<file path="config.mk">
export PLATFORM = sky130hd
export DESIGN_NAME = ws2812b_frame_sequencer
export DESIGN_NICKNAME = d
export VERILOG_FILES = /design/src/rtl/ws2812b_frame_sequencer.sv
export SDC_FILE = /design/constraint.sdc
export NUM_CORES = 1
export LEC_CHECK = 0
export BUFFER_PORTS_ARGS = -buffer_cell sky130_fd_sc_hd__buf_2
export CORE_MARGIN = 2
export CORE_UTILIZATION = 55
export DETAILED_ROUTE_END_ITERATION = 8
export PLACE_DENSITY = 0.78
export SKIP_LAST_GASP = 1
export SLEW_MARGIN = 30
export SYNTH_ARGS = -nofsm -noshare
export SYNTH_HDL_FRONTEND = slang
export SYNTH_SLANG_ARGS = --single-unit
</file>
<file path="constraint.sdc">
create_clock -name clk -period 4.8 [get_ports clk]
set_clock_uncertainty 0.1 [all_clocks]
set_input_delay 0.48 -clock clk [delete_from_list [all_inputs] [get_ports clk]]
set_output_delay 0.48 -clock clk [all_outputs]
set_load 0.005 [all_outputs]
</file>
<file path="src/rtl/ws2812b_frame_sequencer.sv">
// Frame sequencer for the ws2812b serializer: host pixel buffer, one-frame-per-start streaming, auto-refresh.
// Optional WS2812B_SEQ_BRIGHTNESS_EN adds the BRIGHT register (0x5) and per-channel scaling at FETCH.
module ws2812b_frame_sequencer #(
    parameter int NUM_LEDS       = 16,
    parameter int REFRESH_CYCLES = 1066666
) (
    input  logic        clk,
    input  logic        rst_n,
    input  logic [3:0]  address,
    input  logic        data_write,
    input  logic [7:0]  data_in,
    output logic [7:0]  data_out,
    output logic [23:0] ledstrip_data,
    output logic        ledstrip_valid,
    output logic        ledstrip_latch,
    input  logic        ledstrip_ready
);

    localparam int               PIX_W      = (NUM_LEDS > 1) ? $clog2(NUM_LEDS) : 1;
    localparam logic [PIX_W-1:0] LAST_PIX   = PIX_W'(NUM_LEDS - 1);
    localparam logic [7:0]       NUM_LEDS_B = 8'(NUM_LEDS);
    localparam logic [20:0]      RELOAD     = 21'(REFRESH_CYCLES - 1);

    // Handshake: a pixel is offered only in SEND while ledstrip_ready=1 (valid for one cycle);
    // the serializer must then drop ready (busy) and raise it again before the next pixel.
    typedef enum logic [2:0] {IDLE, FETCH, SEND, WAIT_BUSY, WAIT_READY} state_t;
    state_t state, state_next;

    logic [7:0]       idx, g_reg, r_reg, b_reg;
    logic             auto_en, pending;
    logic [20:0]      timer;
    logic [PIX_W-1:0] pix;
    logic [23:0]      pix_buf [NUM_LEDS];
    logic [23:0]      fetch_pix;

    logic wr_ctrl, wr_b, start_wr, expire, start_evt, busy, last;

    assign wr_ctrl   = data_write && (address == 4'h0);
    assign wr_b      = data_write && (address == 4'h4);
    assign start_wr  = wr_ctrl && data_in[0];
    assign expire    = auto_en && (timer == 21'd0);
    assign start_evt = start_wr || pending || expire;
    assign busy      = (state != IDLE);
    assign last      = (pix == LAST_PIX);

`ifdef WS2812B_SEQ_BRIGHTNESS_EN
    logic [7:0] bright;

    function automatic logic [7:0] scale(input logic [7:0] c, input logic [7:0] k);
        logic [15:0] p;
        p = {8'd0, c} * ({8'd0, k} + 16'd1);
        return p[15:8];
    endfunction

    always_comb begin
        fetch_pix = {scale(pix_buf[pix][23:16], bright),
                     scale(pix_buf[pix][15:8],  bright),
                     scale(pix_buf[pix][7:0],   bright)};
    end

    always_ff @(posedge clk) begin
        if (!rst_n)
            bright <= 8'hFF;
        else if (data_write && (address == 4'h5))
            bright <= data_in;
    end
`else
    always_comb begin
        fetch_pix = pix_buf[pix];
    end
`endif

    always_comb begin
        state_next     = state;
        ledstrip_valid = 1'b0;
        ledstrip_latch = 1'b0;
        case (state)
            IDLE:       if (start_evt) state_next = FETCH;
            FETCH:      state_next = SEND;
            SEND: begin
                if (ledstrip_ready) begin
                    ledstrip_valid = 1'b1;
                    ledstrip_latch = last;
                    state_next     = WAIT_BUSY;
                end
            end
            WAIT_BUSY:  if (!ledstrip_ready) state_next = WAIT_READY;
            WAIT_READY: if (ledstrip_ready) state_next = last ? IDLE : FETCH;
            default:    state_next = IDLE;
        endcase
    end

    always_ff @(posedge clk) begin
        if (!rst_n) state <= IDLE;
        else        state <= state_next;
    end

    always_ff @(posedge clk) begin
        if (!rst_n)
            pix <= '0;
        else if ((state == IDLE) && start_evt)
            pix <= '0;
        else if ((state == WAIT_READY) && ledstrip_ready && !last)
            pix <= pix + 1'b1;
    end

    always_ff @(posedge clk) begin
        if (!rst_n)
            ledstrip_data <= 24'd0;
        else if (state == FETCH)
            ledstrip_data <= fetch_pix;
    end

    // A start or expiry that cannot be served now is remembered once; IDLE always consumes it.
    always_ff @(posedge clk) begin
        if (!rst_n)
            pending <= 1'b0;
        else if (state == IDLE) begin
            if (start_evt) pending <= 1'b0;
        end else if (start_wr || expire)
            pending <= 1'b1;
    end

    always_ff @(posedge clk) begin
        if (!rst_n) begin
            auto_en <= 1'b0;
            timer   <= RELOAD;
        end else begin
            if (wr_ctrl) auto_en <= data_in[1];
            if ((wr_ctrl && data_in[1] && !auto_en) || expire)
                timer <= RELOAD;
            else if (auto_en)
                timer <= timer - 21'd1;
        end
    end

    always_ff @(posedge clk) begin
        if (!rst_n) begin
            idx   <= 8'd0;
            g_reg <= 8'd0;
            r_reg <= 8'd0;
            b_reg <= 8'd0;
            for (int i = 0; i < NUM_LEDS; i++) pix_buf[i] <= 24'd0;
        end else if (data_write) begin
            case (address)
                4'h1: idx   <= data_in;
                4'h2: g_reg <= data_in;
                4'h3: r_reg <= data_in;
                4'h4: begin
                    b_reg <= data_in;
                    if (idx < NUM_LEDS_B)
                        pix_buf[idx[PIX_W-1:0]] <= {g_reg, r_reg, data_in};
                    idx <= (idx >= NUM_LEDS_B - 8'd1) ? 8'd0 : idx + 8'd1;
                end
                default: ;
            endcase
        end
    end

    always_comb begin
        data_out = 8'd0;
        case (address)
            4'h0: data_out = {5'b0, pending, auto_en, busy};
            4'h1: data_out = idx;
            4'h2: data_out = g_reg;
            4'h3: data_out = r_reg;
            4'h4: data_out = b_reg;
`ifdef WS2812B_SEQ_BRIGHTNESS_EN
            4'h5: data_out = bright;
`endif
            default: data_out = 8'd0;
        endcase
    end

    logic unused_wr_b;
    assign unused_wr_b = wr_b;

endmodule

</file>
-- After elaboration in Yosys (flattened, before gate mapping)
Memory sizes are Yosys's and may differ from the RTL's. A register that Yosys moved wholly into a read port is not among the register bits.
Cells that the tools add are included.
- register bits after elaboration: 62
- RAM bits: 384
- input port bits: 16
- output and inout port bits: 34
- logic and storage cells: 84
- memories kept: 1
- memory list (memory ; words ; width ; rd ports ; clocked after memory_dff ; write ports ; line ; text):
    pix_buf ; 16 ; 24 ; 1 ; 1 ; 16 ; 33 ; logic [23:0] pix_buf [NUM_LEDS];
- $add $sub $neg: 3
- magnitude comparators: 2
- equality and inequality tests: 13
- muxes and demuxes: 25
- bitwise operators: 1
- reductions and logical operators: 30
- operator list (operator ; count):
    $pmux 8 s5 ; 1
    $mux 24 ; 1
    $reduce_or 24->1 ; 1
    $logic_not 21->1 ; 1
    $sub 21x1->21 const B ; 1
    $pmux 8 s2 ; 1
    $mux 1 ; 15
    $pmux 3 s5 ; 1
    $mux 3 ; 4
    $reduce_and 2->1 ; 5
    $add 8x1->8 const B ; 1
    $eq 4x2->1 const B ; 2
    $ge 8x4->1 const B ; 1
    $logic_and 1x1->1 ; 8
    $lt 8x5->1 const B ; 1
    $mux 8 ; 1
    $ne 2x2->1 const B ; 4
    $eq 3x2->1 const B ; 2
    $add 4x1->4 const B ; 1
    $eq 4x1->1 const B ; 1
    $eq 4x3->1 const B ; 1
    $eq 4x4->1 const B ; 1
    $logic_not 4->1 ; 1
    $logic_or 1x1->1 ; 4
    other kinds (10) ; 14

-- Longest topological paths before layout
- depth after elaboration: 8
- gate-level depth with buffers: 8
- gate-level depth less buffers: 6

-- Worst setup path before layout
OpenSTA, ideal clock, no wires.
- kind: input to register
- start point: input port address[0]
- end point: memory pix_buf[11][0] (enable)
- library setup time: 384 ps
- data arrival time: 2533 ps
- data required time: 4316 ps
- slack: 1782 ps
- stages on the path: 6
- path buffers: 2
- cell sequence: buf_4 -> or4b_4 -> nor4_4 -> buf_6 -> and3_4 -> nand2b_1
- RTL lines (item ; line ; text):
    start, declared ; 9 ; input logic [3:0] address,
    end, declared ; 33 ;

-- Worst setup path after layout
- start point: register pix[1]
- end point: output port ledstrip_latch
- longest elaborated chain between the ends: 3
- RTL lines (item ; line ; text):
    start, declared ; 32 ; logic [PIX_W-1:0] pix;
    start signal, assigned ; 104 ; pix <= pix + 1'b1;
    $eq 4x4->1 ; 44 ; assign last = (pix == LAST_PIX);
    $mux 1 ; 81 ; if (ledstrip_ready) begin
    $mux 1 ; 77 ; case (state)
    end, declared ; 15 ; output logic ledstrip_latch,
No other way between the ends.

==> flow_metrics.env <==
export IMPL_synth_seq_cells=470
export IMPL_outcome="finished clean"
export IMPL_holdWs_ps=82.2
export IMPL_yosys_warnings=0
export IMPL_synth_ff_type="edfxtp_1"
export IMPL_wirelength_mm=52.5
export IMPL_clock_path_buffers=3
export IMPL_ant_nets=0
export IMPL_clockRootBuffer="clkbuf_16"
export IMPL_cp_slowest_cell="nor4_1"
export IMPL_antenna_found_initial=2
export IMPL_die_w_microns=201
export IMPL_fp_row_count=72
export IMPL_grt_overflow=0
export IMPL_place_inst=1979
export IMPL_cp_top_family="simple AND/OR/NAND/NOR gates"
export IMPL_layout_min_cycle_time_ps=3600
export IMPL_post_drt_wl_per_cell_microns=25.4
export IMPL_critical_path_max_fanout=50
export IMPL_grt_pass1_wl_mm=78.2
export IMPL_rsz0062_at_grt="no"
export IMPL_async_reset_ff_share_pct=0
export IMPL_power_leakage_uw=0.00836
export IMPL_grt_usage_pct=26.3
export IMPL_final_period_utilization_pct=75.0
export IMPL_core_sq_mm=0.0385
export IMPL_cts_tree="yes"
export IMPL_layout_common_cells="and2_1 (386), edfxtp_1 (384), mux4_2 (96)"
export IMPL_top_regs="pix_buf x384, ledstrip_data x24, timer x21"
export IMPL_io_pins=50
export IMPL_r2r_cells=5
export IMPL_postCtsSetupRepairBufs=0
export IMPL_slew_violations=0
export IMPL_viasPerCell=6.15
export IMPL_area_growth_synth_to_final_pct=9.90
export IMPL_synth_area_sq_mm=0.0213
export IMPL_drtIter0Drc=1354
export IMPL_max_slew_margin_pct=29.4
export IMPL_largest_reg_flops=384
export IMPL_cts_buffers_inserted=48
export IMPL_h_tree_depth=2
export IMPL_cts_resized=0
export IMPL_synth_cell_type_count=60
export IMPL_start_util_pct=55.3
export IMPL_holdCritPathClass="primary input to register"
export IMPL_mostFrequentLayoutCell="and2_1"
export IMPL_end_kind="output port"
export IMPL_largest_register="pix_buf"
export IMPL_setup_viol=0
export IMPL_r2r_start="idx[7]"
export IMPL_n_antenna_cell=0
export IMPL_fmax_mhz=278
export IMPL_p_per_area_mw_per_mm2=365
export IMPL_utilization_pct=60.8
export IMPL_seq_area_frac_synth_pct=62.3
export IMPL_synth_edf_count=384
export IMPL_dp_hpwl_mm=34.0
export IMPL_grt_max_degree=51
export IMPL_drive_gt1_share_pct=19.5
export IMPL_nNetsFinal=1533
export IMPL_hp_start="ledstrip_ready"
export IMPL_ir_drop_uv=291
export IMPL_finalSetupTns_ps=0
export IMPL_fillers=2878
export IMPL_die_h_microns=201
export IMPL_path_class="register to output port"
export IMPL_crit_chain="ha_1, nand3_1, nor4_1, buf_2"
export IMPL_worstSetupStartpointType="register"
export IMPL_critPathMaxStageDelay_ps=840
export IMPL_reg2reg_to="pix_buf[14][22]"
export IMPL_clock_sinks=470
export IMPL_hold_depth=2
export IMPL_worst_hold_path_endpoint="state[2]"
export IMPL_grt_pass1_vias=12400
export IMPL_routabilityCongestion=0.855
export IMPL_final_cells=2069
export IMPL_drc=0
export IMPL_ff_latch_area_sq_mm=0.0133
export IMPL_multi_input_area_sq_mm=0.00735
export IMPL_cp_arrival_ps=3020
export IMPL_worst_slew_pin_slew_ps=1060
export IMPL_ff2ff_setup_slack_ps=1230
export IMPL_max_cap_violations=0
export IMPL_avgSynthCellArea_sq_um=14.2
export IMPL_worstPathRequired_ps=4220
export IMPL_vias=12700
export IMPL_drt_pass1_iterations=5
export IMPL_hold_buffers=0
export IMPL_hold_violations=0
export IMPL_portBuffers=49
export IMPL_clkTransAtPathRegs_ps=60
export IMPL_crit_buf_inv=1
export IMPL_die_area_sq_mm=0.0403
export IMPL_synth_net_count=1525
export IMPL_cp_depth=4
export IMPL_clock_latency_ps=590
export IMPL_synth_cells=1503
how the worst max path moves through the flow:
stage / startpoint / end
6_report: pix[1] / ledstrip_latch
5_1_grt: idx[4] / pix_buf[14][23]
4_1_cts: idx[7] / pix_buf[14][11]
3_5_place_dp: address[0] / pix_buf[14][11]
3_3_place_gp: address[0] / pix_buf[14][11]
2_1_floorplan: address[0] / pix_buf[11][0]
metal layers:
metal  track usage [%]  up-vias  part of all wire (%)
met4              10.9        2                   4.0
met3              5.28      127                   9.2
met5                 0        -                 0.023
met1              36.4     6316                    40
li1                  -     5573                     -
met2              41.4      697                    47
worst reg2reg max path, stage by stage, from the launching register on:
cell and delay [ps]:
dfxtp_1 330, or4_1 620, nor4_4 720, and3_1 740, nand2b_1 400, buf_4 350
cell usage after synthesis, drive strengths merged (22+ instances only):
cell	instances	area [sq um]
clkbuf	82	323
and2	386	2410
dfxtp	86	1720
a21oi	35	175
mux2	24	270
edfxtp	384	11500
nand3	22	110
o21ai	23	115
nor2	45	169
buf	41	339
mux4	96	2160
o22ai	25	156
nand2	53	199
cells by family after synthesis:
family / Yosys count / synth area share [%]
simple gates: 605 / 17.1
compound gates: 138 / 4.27
fa+ha+maj: 6 / 0.353
flops: 470 / 62.3
xor+xnor: 13 / 0.535
buf+inv: 135 / 3.32
mux: 136 / 12.2
per-stage QoR:
step	instance area, sq um	power (uW)	setup WS, ps
after floorplan	21300	4790	1780
after global placement	21800	4910	977
after detailed placement	21800	4930	821
after CTS	23400	8570	1250
after global routing	23400	8740	1100
final	23400	8530	1200
power breakdown:
part / internal [uW] / leakage [uW] / total (uW) / switching, uW
Clock: 2100 / 0.000762 / 3690 / 1580
Sequential: 4510 / 0.00466 / 4570 / 59.2
Combinational: 84.9 / 0.00294 / 275 / 190
Total: 6700 / 0.00836 / 8530 / 1830
final cells by class:
class                           count  area share (%)
Clock buffer                       68            5.81
Timing Repair Buffer               81            2.21
Multi-Input combinational cell    898            31.4
Inverter                           12           0.193
Clock inverter                     22           0.888
Sequential cell                   470            56.7
Tap cell                          518            2.77
Note: power is estimated with default switching activity, not from simulation.
